## config.mk

```make
export PLATFORM = sky130hd
export DESIGN_NAME = warmboot_sequencer
export DESIGN_NICKNAME = d
export VERILOG_FILES = /design/src/rtl/warmboot_sequencer.sv
export SDC_FILE = /design/constraint.sdc
export NUM_CORES = 1
export LEC_CHECK = 0
export ABC_CLOCK_PERIOD_IN_PS = 2410
export CAP_MARGIN = 20
export CORE_MARGIN = 2
export CORE_UTILIZATION = 53
export CTS_CLUSTER_SIZE = 40
export DETAILED_ROUTE_END_ITERATION = 10
export GPL_ROUTABILITY_DRIVEN = 0
export PLACE_DENSITY = 0.76
export SLEW_MARGIN = 10
export SYNTH_ARGS = -nofsm -noshare
export SYNTH_HDL_FRONTEND = slang
export SYNTH_SLANG_ARGS = --single-unit
```

## constraint.sdc

```tcl
create_clock -name clk_48mhz -period 2.41 [get_ports clk_48mhz]
set_input_delay 0.3615 -clock clk_48mhz [delete_from_list [all_inputs] [get_ports clk_48mhz]]
set_output_delay 0.3615 -clock clk_48mhz [all_outputs]
set_load 0.005 [all_outputs]
```

## src/rtl/warmboot_sequencer.sv

```systemverilog
// rtl/warmboot_sequencer.sv - USB bootloader power-up and warm-boot sequencer
//
// Holds the bootloader core in reset until the PLL is locked and settled.
// On a boot request it detaches USB, parks the SPI bus, presents the image
// select to SB_WARMBOOT and then fires BOOT.
//
// Ports:
//   clk_48mhz   in   sole clock (PLL global output)
//   reset       in   synchronous, active-high
//   pll_lock    in   PLL LOCK, asynchronous, double-flopped here
//   boot_req    in   boot request, rising edge acted on in RUN only
//   image_sel   in   warm-boot image index, sampled on accepted request
//   core_reset  out  reset to the bootloader core, active-high
//   usb_detach  out  forces USB pads detached
//   spi_park    out  parks the SPI flash bus
//   wb_s1/wb_s0 out  SB_WARMBOOT image select
//   wb_boot     out  SB_WARMBOOT BOOT
//   busy        out  high in every state except RUN
module warmboot_sequencer #(
    parameter int         SETTLE_CYCLES = 4800,
    parameter int         DETACH_CYCLES = 480000,
    parameter int         ARM_CYCLES    = 16,
    parameter logic [1:0] DEFAULT_IMAGE = 2'b01
) (
    input  logic       clk_48mhz,
    input  logic       reset,
    input  logic       pll_lock,
    input  logic       boot_req,
    input  logic [1:0] image_sel,
    output logic       core_reset,
    output logic       usb_detach,
    output logic       spi_park,
    output logic       wb_s1,
    output logic       wb_s0,
    output logic       wb_boot,
    output logic       busy
);

    localparam int MAX_SD     = (SETTLE_CYCLES > DETACH_CYCLES) ? SETTLE_CYCLES : DETACH_CYCLES;
    localparam int MAX_CYCLES = (MAX_SD > ARM_CYCLES) ? MAX_SD : ARM_CYCLES;
    localparam int CW         = $clog2(MAX_CYCLES) + 1;

    localparam logic [CW-1:0] SETTLE_LAST = CW'(SETTLE_CYCLES - 1);
    localparam logic [CW-1:0] DETACH_LAST = CW'(DETACH_CYCLES - 1);
    localparam logic [CW-1:0] ARM_LAST    = CW'(ARM_CYCLES - 1);

    typedef enum logic [2:0] {
        S_HOLD,
        S_SETTLE,
        S_RUN,
        S_DETACH,
        S_ARM,
        S_BOOT
    } state_t;

    state_t        state;
    state_t        state_n;
    logic [CW-1:0] count;
    logic [CW-1:0] count_n;
    logic          count_en;
    logic [1:0]    img_q;
    logic [1:0]    img_n;
    logic          lock_meta;
    logic          lock_s;
    logic          boot_req_q;
    logic          boot_edge;

    logic          core_reset_n;
    logic          detach_n;
    logic [1:0]    sel_n;
    logic          wb_boot_n;
    logic          busy_n;

    assign boot_edge = boot_req & ~boot_req_q;

    always_comb begin
        state_n  = state;
        img_n    = img_q;
        count_en = 1'b0;
        case (state)
            S_HOLD: begin
                if (lock_s) state_n = S_SETTLE;
            end
            S_SETTLE: begin
                count_en = 1'b1;
                if (!lock_s)                    state_n = S_HOLD;
                else if (count == SETTLE_LAST)  state_n = S_RUN;
            end
            S_RUN: begin
                // Lock loss takes priority; a simultaneous request is dropped.
                if (!lock_s) begin
                    state_n = S_HOLD;
                end else if (boot_edge) begin
                    img_n   = image_sel;
                    state_n = S_DETACH;
                end
            end
            S_DETACH: begin
                count_en = 1'b1;
                if (count == DETACH_LAST) state_n = S_ARM;
            end
            S_ARM: begin
                count_en = 1'b1;
                if (count == ARM_LAST) state_n = S_BOOT;
            end
            S_BOOT: begin
                state_n = S_BOOT;
            end
            default: begin
                state_n = S_HOLD;
            end
        endcase

        // Counter restarts at 0 on every state entry.
        if (state_n != state) count_n = '0;
        else if (count_en)    count_n = count + CW'(1);
        else                  count_n = count;

        // Outputs are decoded from the next state so they register alongside it.
        core_reset_n = (state_n == S_HOLD) || (state_n == S_SETTLE);
        detach_n     = (state_n == S_DETACH) || (state_n == S_ARM) || (state_n == S_BOOT);
        sel_n        = ((state_n == S_ARM) || (state_n == S_BOOT)) ? img_n : DEFAULT_IMAGE;
        wb_boot_n    = (state_n == S_BOOT);
        busy_n       = (state_n != S_RUN);
    end

    always_ff @(posedge clk_48mhz) begin
        if (reset) begin
            state      <= S_HOLD;
            count      <= '0;
            img_q      <= DEFAULT_IMAGE;
            lock_meta  <= 1'b0;
            lock_s     <= 1'b0;
            boot_req_q <= 1'b0;
            core_reset <= 1'b1;
            usb_detach <= 1'b0;
            spi_park   <= 1'b0;
            wb_s1      <= DEFAULT_IMAGE[1];
            wb_s0      <= DEFAULT_IMAGE[0];
            wb_boot    <= 1'b0;
            busy       <= 1'b1;
        end else begin
            state      <= state_n;
            count      <= count_n;
            img_q      <= img_n;
            lock_meta  <= pll_lock;
            lock_s     <= lock_meta;
            boot_req_q <= boot_req;
            core_reset <= core_reset_n;
            usb_detach <= detach_n;
            spi_park   <= detach_n;
            wb_s1      <= sel_n[1];
            wb_s0      <= sel_n[0];
            wb_boot    <= wb_boot_n;
            busy       <= busy_n;
        end
    end

endmodule

```

Yosys cells after proc, flatten, opt, wreduce, memory -nomap -nowiden:

Cells that the tools add are included.
Widths: inputs -> output; s select.

* register bits: 34
* output and inout bits: 7
* logic and storage cells: 51

* add/sub/neg operators: 1
* eq/ne operators: 14
* mux-type cells: 12
* bitwise logic cells: 3
* reduce and logical (&&, ||, !) cells: 9

Operator list (count)
* $mux 3: 7
* $add 20x1->20 const B: 1
* $eq 20x13->1 const B: 1
* $eq 20x19->1 const B: 1
* $eq 20x4->1 const B: 1
* $pmux 3 s6: 1
* $eq 3x3->1 const B: 4
* $eq 3x2->1 const B: 3
* $eq 3x1->1 const B: 2
* $logic_not 3->1: 2
* $mux 2: 3
* $logic_or 1x1->1: 4
* $reduce_or 2->1: 2
* $ne 3x2->1 const B: 1
* $ne 3x3->1: 1
* $reduce_or 3->1: 1
* $not 1->1: 2
* $and 1x1->1: 1
* $mux 1: 1

Longest topological paths before layout:

* depth in word-level cells: 9
* mapped depth: 8
* gate-level depth less buffers: 7

Least setup slack after synthesis:

OpenSTA, ideal clock, no wires.

* path type: register -> register
* start point: register count[0]
* end point: register count[10]
* setup time: 118 ps
* arrival time: 1736 ps
* path slack: 555 ps
* stages on the path, launching flop included: 9
* path buffers: 1
* cell sequence: dfxtp_1 ha_1 and3_1 nand3_2 o41ai_4 nand4_1 a22oi_2 buf_6 nor2_4

* longest elaborated chain between the ends: 6

Ends and longest elaborated chain
* start, declared: line 58 `logic [CW-1:0] count;`
* start signal, assigned: line 144 `count <= count_n;`
* $eq 20x13->1: line 87 `else if (count == SETTLE_LAST) state_n = S_RUN;`
* $mux 3: line 87
* $mux 3: line 86 `if (!lock_s) state_n = S_HOLD;`
* $pmux 3 s6: line 80 `case (state)`
* $ne 3x3->1: line 115 `if (state_n != state) count_n = '0;`
* $reduce_or 2->1 (no source line)

Several ways; a longest one is shown, not always the timed one.
A chain may end at the register's enable or synchronous reset.

Final worst setup path:

* start point: register count[0]
* end point: register count[12]

Same word-level chain as after synthesis.

==> out/results.ini <==
[worst_setup_path]
r2r.worst_path.cells=8
worstSetupStartpoint=count[0]$_SDFFE_PP0P_
crit_path_max_fanout=20
r2r_slack_ns=0.32
rr_startpoint=count[0]$_SDFFE_PP0P_
endpoint=count[12]$_SDFFE_PP0P_
required_ns=2.66
worstPathArrival_ns=2.33
endpoint_kind=flip-flop
critPathLaunchType=flip-flop
timing.rr.end=count[12]$_SDFFE_PP0P_
criticalPathCategory=reg -> reg

[global_route]
grt_usage_pct=20.3
grt_max_degree=21
antenna_found_initial=0
overflow=0
grt_pass1_wl_um=5160
grt_pass1_vias=1250

[clock_tree]
cts_hold_buf=0
cts_root_buf=clkbuf_4
clock_path_buffers=2
cts.sinks=34
cts_tree=yes
cts_made_buffers=5
clk_pin_slew_worst_paths_ns=0.11
cts_resized=0
htreeDepth=2
clk_latency_ns=0.35
postCtsSetupRepairBufs=0

[floorplanning]
initial_utilization_pct=56.8
die_h_um=58.8
boundaryPins=13
fp.dieArea_um2=3460
core_area_um2=2810
die_w_um=58.8
rows=19

[yosys]
synth_cells=169
yosysWarningCount=0
yosys.area.top_type_share_pct=42.7
synth_cell_types=38
synth_seq_cells=34
netlist_top_cells_area=dfxtp_1 (43%), xor2_1 (7.7%), nor2_2 (7.1%)
ys_seq_area_share_pct=42.7
postSynthAreaPerCell_um2=9.43
syn-cell-area_um2=1590
syn_nets=176
synth_top_area_cell=dfxtp_1

[placed_design]
pre_cts_ws_ns=0.349
hpwl_um=2160
placed_cell_area_um2=1740
io_buffers=12

[routing]
firstDrtPassIters=4
ant_nets=0
num_vias=1205
drc=0
vias_per_cell=5.58
drtIter0Drc=29
post_drt_wl_per_cell_um=13.6
wirelength_um=2940

[power]
ir_worst_vdd_uv=323
cellLeakagePower_uw=0.000614
p_int_uw=727
p_sw_share_pct=23.7
p_clk_share_pct=35.6
power.density_nw_per_um2=528
seqPwrFrac_pct=59.6
p_sw_uw=225
power_frac_comb_pct=4.9

[sta]
finalMaxSlewViolations=0
tightest_slew_ns=0.399
finalHoldViolCount=0
fmax_ghz=0.479
period_needed_ns=2.09
grt_setup_unrepaired=false
clock_skew_ns=0.0112
setup_viol=0
fin_ws_ns=0.320
final.setup.tns_ns=0
slew_headroom_pct=73.2
period_share_pct=86.7

[finish]
seq_area_um2=681
drive_above_1_share_pct=19.5
finish.instance_area_um2=1800
num-fill-cells=246
nets=191
n_antenna_cell=0
multi_input_area_um2=861
syn_to_final_growth_pct=13.1

[worst_hold_path]
hold_path_class=reg -> reg
worstHoldPathCells=1

[run]
cap_violations=0

[run_status]
outcome=finished clean

## critical path, cell delays in order, from the launching register on
cell and delay [ns]:
dfxtp_1 0.42, ha_1 0.19, and3_1 0.22, nand3_2 0.14, nor4_1 0.39, a221oi_1 0.17, a22oi_2 0.19, buf_12 0.22
nor2_2 0.05
## cells by family after synthesis
group	Yosys count	synth area share, %
and+or+nand+nor	92	34.7
DFF	34	42.7
xor gates and xnor gates	19	10.4
AOI/OAI and AO/OA	12	6.83
buffers and inverters	9	3.30
muxes	2	1.26
adders and majority gates	1	0.785
## registers in the layout (all words and copies together), names as in the netlist
signal / cells
lock_s: 1
wb_boot: 1
count: 20
wb_s1: 1
busy: 1
boot_req_q: 1
img_q: 2
state: 3
wb_s0: 1
lock_meta: 1
core_reset: 1
spi_park: 1
## stage by stage
step	utilization [%]	total power, uW	hold slack, ns	cells
6_report	64.3	952	0.462	216
5_1_grt	64.3	1000	0.479	216
4_1_cts	64.3	967	0.464	216
3_5_place_dp	62.0	627	0.450	208
3_3_place_gp	62.0	626	0.419	208
2_1_floorplan	-	612	0.414	169
## cell usage after synthesis
library cell and instances:
a211o_1 1, a211oi_1 2, a21o_1 1, a21oi_1 3, a221oi_1 1, a22oi_2 1
a31oi_1 1, and2_1 3, and3_1 3, and3b_1 1, and4_1 3, buf_4 1
buf_6 2, clkbuf_1 3, dfxtp_1 34, ha_1 1, inv_1 3, mux2i_1 2
nand2_1 14, nand2b_1 2, nand3_1 5, nand3_2 1, nand3b_1 2, nand4_1 9
nor2_1 11, nor2_2 18, nor2_4 2, nor2b_1 5, nor3_1 6, nor3b_2 1
nor4_1 2, nor4_2 1, nor4_4 1, o21a_1 1, o41ai_4 1, or2_1 2
xnor2_1 5, xor2_1 14
## placed cells by master, fill, tap and decap left out, drive strengths merged, types with 3 or more instances in the layout
cell type,netlist,final
nor2b,5,5
and2,3,3
nor4,4,4
and4,3,3
xor2,14,14
nor3,6,6
nand2,14,14
nand3,6,6
xnor2,5,5
and3,3,3
clkdlybuf4s50,0,12
nor2,31,31
clkbuf,3,6
dfxtp,34,34
inv,3,3
a21oi,3,3
nand4,9,9
## cell type report
type | instances | share of cell area (%)
clock inverters | 2 | 0.694
clock buffers | 6 | 2.85
well taps | 31 | 2.15
inverters | 3 | 0.625
repair buffers | 14 | 8.19
multi-input cells | 126 | 47.7
flip-flops and latches | 34 | 37.8
## routing by layer
metal / up-vias / part of all wire [%] / GRT usage [%]
li1: 611 / - / -
met4: 0 / 1.0 / 10.7
met5: - / 0 / 0
met1: 568 / 42 / 21.9
met2: 22 / 52 / 32.5
met3: 4 / 5.0 / 10.1
## power groups by stage
stage	Clock [uW]	Combinational, uW	Sequential (uW)
2_1_floorplan	0	32.2	579
3_5_place_dp	0	46.8	580
5_1_grt	383	50.7	568
3_3_place_gp	0	45.9	580
4_1_cts	353	47.0	567
6_report	338	46.5	567
## how the worst min path moves through the flow
stage | start | endpoint | slack, ns
CTS | lock_meta$_SDFF_PP0_ | lock_s$_SDFF_PP0_ | 0.46
global placement | lock_meta$_SDFF_PP0_ | lock_s$_SDFF_PP0_ | 0.42
finish | lock_meta$_SDFF_PP0_ | lock_s$_SDFF_PP0_ | 0.46
floorplan | lock_meta$_SDFF_PP0_ | lock_s$_SDFF_PP0_ | 0.41
detailed placement | lock_meta$_SDFF_PP0_ | lock_s$_SDFF_PP0_ | 0.45
global route | lock_meta$_SDFF_PP0_ | lock_s$_SDFF_PP0_ | 0.48
Note: power is estimated with default switching activity, not from simulation.
